$ cat src/rtl/spi_ram_if.sv
// Command/response bus between an SPI slave front end and spi_ram.
// The master drives 2-bit command + payload strobes; the slave returns read words and an error pulse.
interface spi_ram_if #(
    parameter int ADDR_SIZE = 8
);
    logic [ADDR_SIZE+1:0] rx_data;
    logic                 rx_valid;
    logic [ADDR_SIZE-1:0] tx_data;
    logic                 tx_valid;
    logic                 err;

    modport master (
        output rx_data,
        output rx_valid,
        input  tx_data,
        input  tx_valid,
        input  err
    );

    modport slave (
        input  rx_data,
        input  rx_valid,
        output tx_data,
        output tx_valid,
        output err
    );
endinterface

$ cat src/rtl/spi_ram.sv
// Small RAM addressed by SPI byte commands: separate write/read address registers,
// registered read data with a level-valid flag, and a one-cycle error pulse for rejected data commands.
module spi_ram #(
    parameter int MEM_DEPTH = 256,
    parameter int ADDR_SIZE = 8,
    parameter bit AUTO_INC  = 1'b0
) (
    input  logic      clk,
    input  logic      rst,
    spi_ram_if.slave  bus
);
    localparam int                 IDX_W = (MEM_DEPTH > 1) ? $clog2(MEM_DEPTH) : 1;
    localparam logic [ADDR_SIZE:0] DEPTH = MEM_DEPTH[ADDR_SIZE:0];

    typedef enum logic [1:0] {
        CMD_WR_ADDR = 2'b00,
        CMD_WR_DATA = 2'b01,
        CMD_RD_ADDR = 2'b10,
        CMD_RD_DATA = 2'b11
    } cmd_t;

    logic [ADDR_SIZE-1:0] r_mem [MEM_DEPTH];

    logic [ADDR_SIZE-1:0] r_wr_addr;
    logic [ADDR_SIZE-1:0] r_rd_addr;
    logic                 r_wr_addr_ok;
    logic                 r_rd_addr_ok;
    logic [ADDR_SIZE-1:0] r_tx_data;
    logic                 r_tx_valid;
    logic                 r_err;

    cmd_t                 w_cmd;
    logic [ADDR_SIZE-1:0] w_payload;
    logic                 w_wr_hit;
    logic                 w_rd_hit;
    logic                 w_wr_accept;

    assign w_cmd       = cmd_t'(bus.rx_data[ADDR_SIZE+1:ADDR_SIZE]);
    assign w_payload   = bus.rx_data[ADDR_SIZE-1:0];
    assign w_wr_hit    = r_wr_addr_ok && ({1'b0, r_wr_addr} < DEPTH);
    assign w_rd_hit    = r_rd_addr_ok && ({1'b0, r_rd_addr} < DEPTH);
    assign w_wr_accept = bus.rx_valid && (w_cmd == CMD_WR_DATA) && w_wr_hit;

    // Storage has no reset so contents survive rst; r_wr_addr_ok is cleared by rst, which blocks writes.
    always_ff @(posedge clk) begin
        if (w_wr_accept) begin
            r_mem[r_wr_addr[IDX_W-1:0]] <= w_payload;
        end
    end

    always_ff @(posedge clk or posedge rst) begin
        if (rst) begin
            r_wr_addr    <= '0;
            r_rd_addr    <= '0;
            r_wr_addr_ok <= 1'b0;
            r_rd_addr_ok <= 1'b0;
            r_tx_data    <= '0;
            r_tx_valid   <= 1'b0;
            r_err        <= 1'b0;
        end else begin
            r_err <= 1'b0;
            if (bus.rx_valid) begin
                // Every strobe re-decides tx_valid; only an accepted read keeps it high.
                r_tx_valid <= 1'b0;
                case (w_cmd)
                    CMD_WR_ADDR: begin
                        r_wr_addr    <= w_payload;
                        r_wr_addr_ok <= 1'b1;
                    end
                    CMD_WR_DATA: begin
                        if (w_wr_hit) begin
                            if (AUTO_INC) begin
                                r_wr_addr <= r_wr_addr + 1'b1;
                            end
                        end else begin
                            r_err <= 1'b1;
                        end
                    end
                    CMD_RD_ADDR: begin
                        r_rd_addr    <= w_payload;
                        r_rd_addr_ok <= 1'b1;
                    end
                    CMD_RD_DATA: begin
                        if (w_rd_hit) begin
                            r_tx_data  <= r_mem[r_rd_addr[IDX_W-1:0]];
                            r_tx_valid <= 1'b1;
                        end else begin
                            r_err <= 1'b1;
                        end
                    end
                    default: begin
                        r_err <= 1'b0;
                    end
                endcase
            end
        end
    end

    assign bus.tx_data  = r_tx_data;
    assign bus.tx_valid = r_tx_valid;
    assign bus.err      = r_err;
endmodule

$ cat src/flat_wrapper.sv
// flat-port wrapper written by rule: the top's interface ports become plain ports
module spi_ram_flat 
#(
    parameter int MEM_DEPTH = 256,
    parameter int ADDR_SIZE = 8,
    parameter bit AUTO_INC  = 1'b0
)
  (clk, rst, bus_rx_data, bus_rx_valid, bus_tx_data, bus_tx_valid, bus_err);
  spi_ram_if #(.ADDR_SIZE(ADDR_SIZE)) bus_i ();
  input  logic clk;
  input  logic rst;
  input wire logic [$bits(bus_i.rx_data)-1:0] bus_rx_data;
  input wire logic [$bits(bus_i.rx_valid)-1:0] bus_rx_valid;
  output wire logic [$bits(bus_i.tx_data)-1:0] bus_tx_data;
  output wire logic [$bits(bus_i.tx_valid)-1:0] bus_tx_valid;
  output wire logic [$bits(bus_i.err)-1:0] bus_err;
  assign bus_i.rx_data = bus_rx_data;
  assign bus_i.rx_valid = bus_rx_valid;
  assign bus_tx_data = bus_i.tx_data;
  assign bus_tx_valid = bus_i.tx_valid;
  assign bus_err = bus_i.err;
  spi_ram #(.MEM_DEPTH(MEM_DEPTH), .ADDR_SIZE(ADDR_SIZE), .AUTO_INC(AUTO_INC)) u_core (.clk(clk), .rst(rst), .bus(bus_i));
endmodule
$ cat config.mk
export PLATFORM = sky130hd
export DESIGN_NAME = spi_ram_flat
export DESIGN_NICKNAME = d
export VERILOG_FILES = /design/src/rtl/spi_ram_if.sv /design/src/rtl/spi_ram.sv /design/src/flat_wrapper.sv
export SDC_FILE = /design/constraint.sdc
export NUM_CORES = 2
export LEC_CHECK = 0
export BUFFER_PORTS_ARGS = -buffer_cell sky130_fd_sc_hd__clkbuf_2
export CORE_ASPECT_RATIO = 0.5
export CORE_MARGIN = 3
export CORE_UTILIZATION = 30
export CTS_BUF_LIST = sky130_fd_sc_hd__clkbuf_4 sky130_fd_sc_hd__clkbuf_8
export CTS_CLUSTER_DIAMETER = 40
export DETAILED_ROUTE_END_ITERATION = 6
export SLEW_MARGIN = 20
export SYNTH_ARGS = -nofsm -noshare
export SYNTH_HDL_FRONTEND = slang
export SYNTH_SLANG_ARGS = --single-unit
$ cat constraint.sdc
create_clock -name clk -period 3.5 [get_ports clk]
set_input_delay 0.35 -clock clk [delete_from_list [all_inputs] [get_ports clk]]
set_output_delay 0.35 -clock clk [all_outputs]
set_load 0.03 [all_outputs]
==> results.py <==
metrics = {
    "power": {
        "vdd_ir_drop_max_mv": 0.441,
        "power.leakage_nw": 31.0,
        "power_density_nw_per_um2": 600,
        "p_total_mw": 57.5,
    },
    "cells_and_area": {
        "utilization": 0.357,
        "register_area_sq_um": 62200,
        "fillers": 24900,
        "stdcell_count": 8572,
        "multi_input_area_sq_um": 17300,
        "finalInstanceArea_sq_um": 95800,
        "synthToLayoutAreaGrowth_pct": 17.8,
        "drive_gt1_frac": 0.298,
        "nets": 4727,
    },
    "global_routing": {
        "grt_use_total": 0.161,
        "grt_first_pass_wirelength_mm": 328,
        "grt_max_degree": 136,
        "globalRouteOverflowTotal": 0,
        "grt_pass1_vias": 45000,
        "grt_antenna_before_repair": 15,
    },
    "routing": {
        "drt-vias-per-instance": 5.15,
        "drtIter0Drc": 5596,
        "routedWlPerCell_um": 26.7,
        "wl_mm": 229,
        "ant_nets": 0,
        "drc_errors": 0,
        "firstDrtPassIters": 6,
        "vias": 44200,
    },
    "floorplanning": {
        "core-area_sq_um": 268000,
        "die_area_sq_um": 278000,
        "die_w_um": 743,
        "die_h_um": 374,
        "rows": 134,
        "initial_core_util": 0.303,
        "num_io_pins": 23,
    },
    "clock_tree": {
        "cts.path.max_buffers": 4,
        "clock-sinks": 2076,
        "cts_tree": "yes",
        "numCtsBuffers": 342,
        "clock_latency_ns": 1.04,
        "h-tree-depth": 5,
        "cts-root-buf": "clkbuf_8",
        "clk_pin_slew_ns": 0.07,
    },
    "logic_synthesis": {
        "synth_top_cell_by_area": "edfxtp_1",
        "postSynthCellCount": 4065,
        "syn_area_per_cell_sq_um": 20.0,
        "synth_ff_type": "edfxtp_1",
        "synth_edf_count": 2048,
        "synth-async-reset-ratio": 0.0135,
        "ys.warnings.count": 0,
        "synth_top_area_share": 0.756,
        "ys_ff_latch": 2076,
        "synth_cell_types": 63,
        "syn-num-nets": 4078,
        "synth_seq_area_share": 0.764,
        "synthTopCellsByArea": "edfxtp_1, mux4_2, mux2i_1",
        "synth_area_sq_um": 81400,
    },
    "flow_run": {
        "maxCapViolCount": 0,
    },
    "timing": {
        "setup_viol": 0,
        "fin_crit_ns": 3.42,
        "tightest_slew_ns": 1.17,
        "hold_viol": 0,
        "skew_ns": 0.0857,
        "maxSlewViolCount": 0,
        "slew_headroom": 0.221,
        "rsz0062_at_grt": "no",
        "setup_tns_ns": 0,
        "fin_crit_sh": 0.978,
        "max_freq_ghz": 0.292,
    },
    "worst_setup_path": {
        "cp.required_ns": 4.41,
        "worstSetupStartpointType": "register",
        "slowest_stage": "dfrtp_4",
        "path_cells": "buf_12 > nand2b_1 > buf_6 > a211oi_1 > a2111oi_1 > buf_4 > a2111oi_0 > buf_4 > nor4_1 > nand4_1 > buf_4 > o211ai_1",
        "path_common_cell": "buf_4",
        "r2r_slack_ns": 0.08,
        "cp_max_fo": 22,
        "arrival_ns": 4.33,
        "cp_top_family": "buffers and inverters",
        "slowest_delay_ns": 0.57,
        "worstSetupPathType": "reg -> reg",
        "end_kind": "register",
        "crit_buf_inv": 5,
    },
    "place": {
        "dpl.cell_count": 7959,
        "dpl_cell_area_sq_um": 88800,
        "io_buffers": 22,
        "routabilityCongestion": 0.866,
        "dpl.hpwl_mm": 146,
    },
    "run_status": {
        "status": "complete, no violations",
    },
    "min_path": {
        "hold_class": "in -> reg",
    },
}
[per-stage QoR]
step,hold slack [ns],worst slack (ns)
floorplan,0.415,1.15
global placement,0.444,-0.0934
detailed placement,0.450,-0.145
CTS,0.0773,0.0297
global route,0.0810,0.0318
finish,0.0647,0.0786
[per-layer routing]
layer | track usage | wire length, um
met2 | 0.260 | 109000
met1 | 0.217 | 92300
met4 | 0.0565 | 8300
met5 | 0 | 55
met3 | 0.0315 | 19400
[cell usage after synthesis (13+ instances only)]
cell       count
a2111oi_0     27
a211oi_1      33
a21oi_1       67
a22oi_1       44
buf_12        13
buf_2         53
buf_4         29
buf_6         49
clkbuf_1      93
dfrtp_1       28
edfxtp_1    2048
mux2_2        26
mux2i_1      331
mux4_2       357
nand2_1      122
nand3_1       42
nand4_1       23
nor2_1       291
nor2b_1       25
o21ai_0       45
o221ai_1      63
o22ai_1       82
[repair_timing]
item | 4_1_cts | 5_1_grt
gates resized for setup | 3 | 4
endpoints found under the hold margin | 197 | 37
setup endpoints to repair | 3 | 4
hold buffers | 12 | 1
buffers inserted | 0 | 1
pin swaps | 0 | 1
[path summary, 6_finish.rpt]
kind                            cells past startpoint           startpoint               endpoint
max in group asynchronous                           5                  rst    u_core.r_rd_addr[1]
worst min-delay path                                1       bus_rx_data[3]    u_core.r_mem[95][3]
min in group asynchronous                           5                  rst    u_core.r_wr_addr_ok
worst max-delay path                               12  u_core.r_rd_addr[0]  u_core.bus.tx_data[4]
worst min register to register                      1  u_core.r_wr_addr_ok    u_core.r_wr_addr_ok
worst max register to register                     12  u_core.r_rd_addr[0]  u_core.bus.tx_data[4]
[power by group]
part | internal (mW) | leakage [nW] | switching, mW
Sequential | 27.4 | 18.7 | 0.230
Clock | 12.0 | 3.59 | 9.50
Combinational | 3.23 | 8.67 | 5.13
Total | 42.7 | 31.0 | 14.9
[flip-flops by register name, indices dropped and copies added (netlist names)]
register / cells
u_core.r_mem: 2048
u_core.bus.tx_data: 8
u_core.r_rd_addr: 8
u_core.r_wr_addr: 8
u_core.bus.err: 1
u_core.bus.tx_valid: 1
u_core.r_rd_addr_ok: 1
u_core.r_wr_addr_ok: 1
[layout by cell type (no fill, tap or decap), drive strengths merged, types with 28 or more instances in the layout]
cell / count
edfxtp: 2048
buf: 524
clkbuf: 467
mux4: 358
mux2i: 331
nor2: 292
nand2: 122
clkinv: 113
o22ai: 82
a21oi: 67
o221ai: 67
o21ai: 53
a22oi: 44
nand3: 42
a211oi: 33
a2111oi: 29
dfrtp: 28
[cell families (layout without fill, tap and decap cells)]
kind of cell    count (synthesis)  count (layout)  synth area share
compound gates                437             437            0.0381
flops                        2076            2076             0.764
simple gates                  573             573            0.0310
other cells                     0               7                 0
buf+inv                       264            1160            0.0230
mux                           715             715             0.143
[layout make-up]
class,instances,share of cell area
multi-input cells,1725,0.181
repair buffers,559,0.0511
clock buffers,445,0.0583
clock inverters,146,0.0130
diodes,7,0.000183
inverters,10,0.000418
well taps,3604,0.0471
flip-flops and latches,2076,0.649
Note: power is estimated with default switching activity, not from simulation.
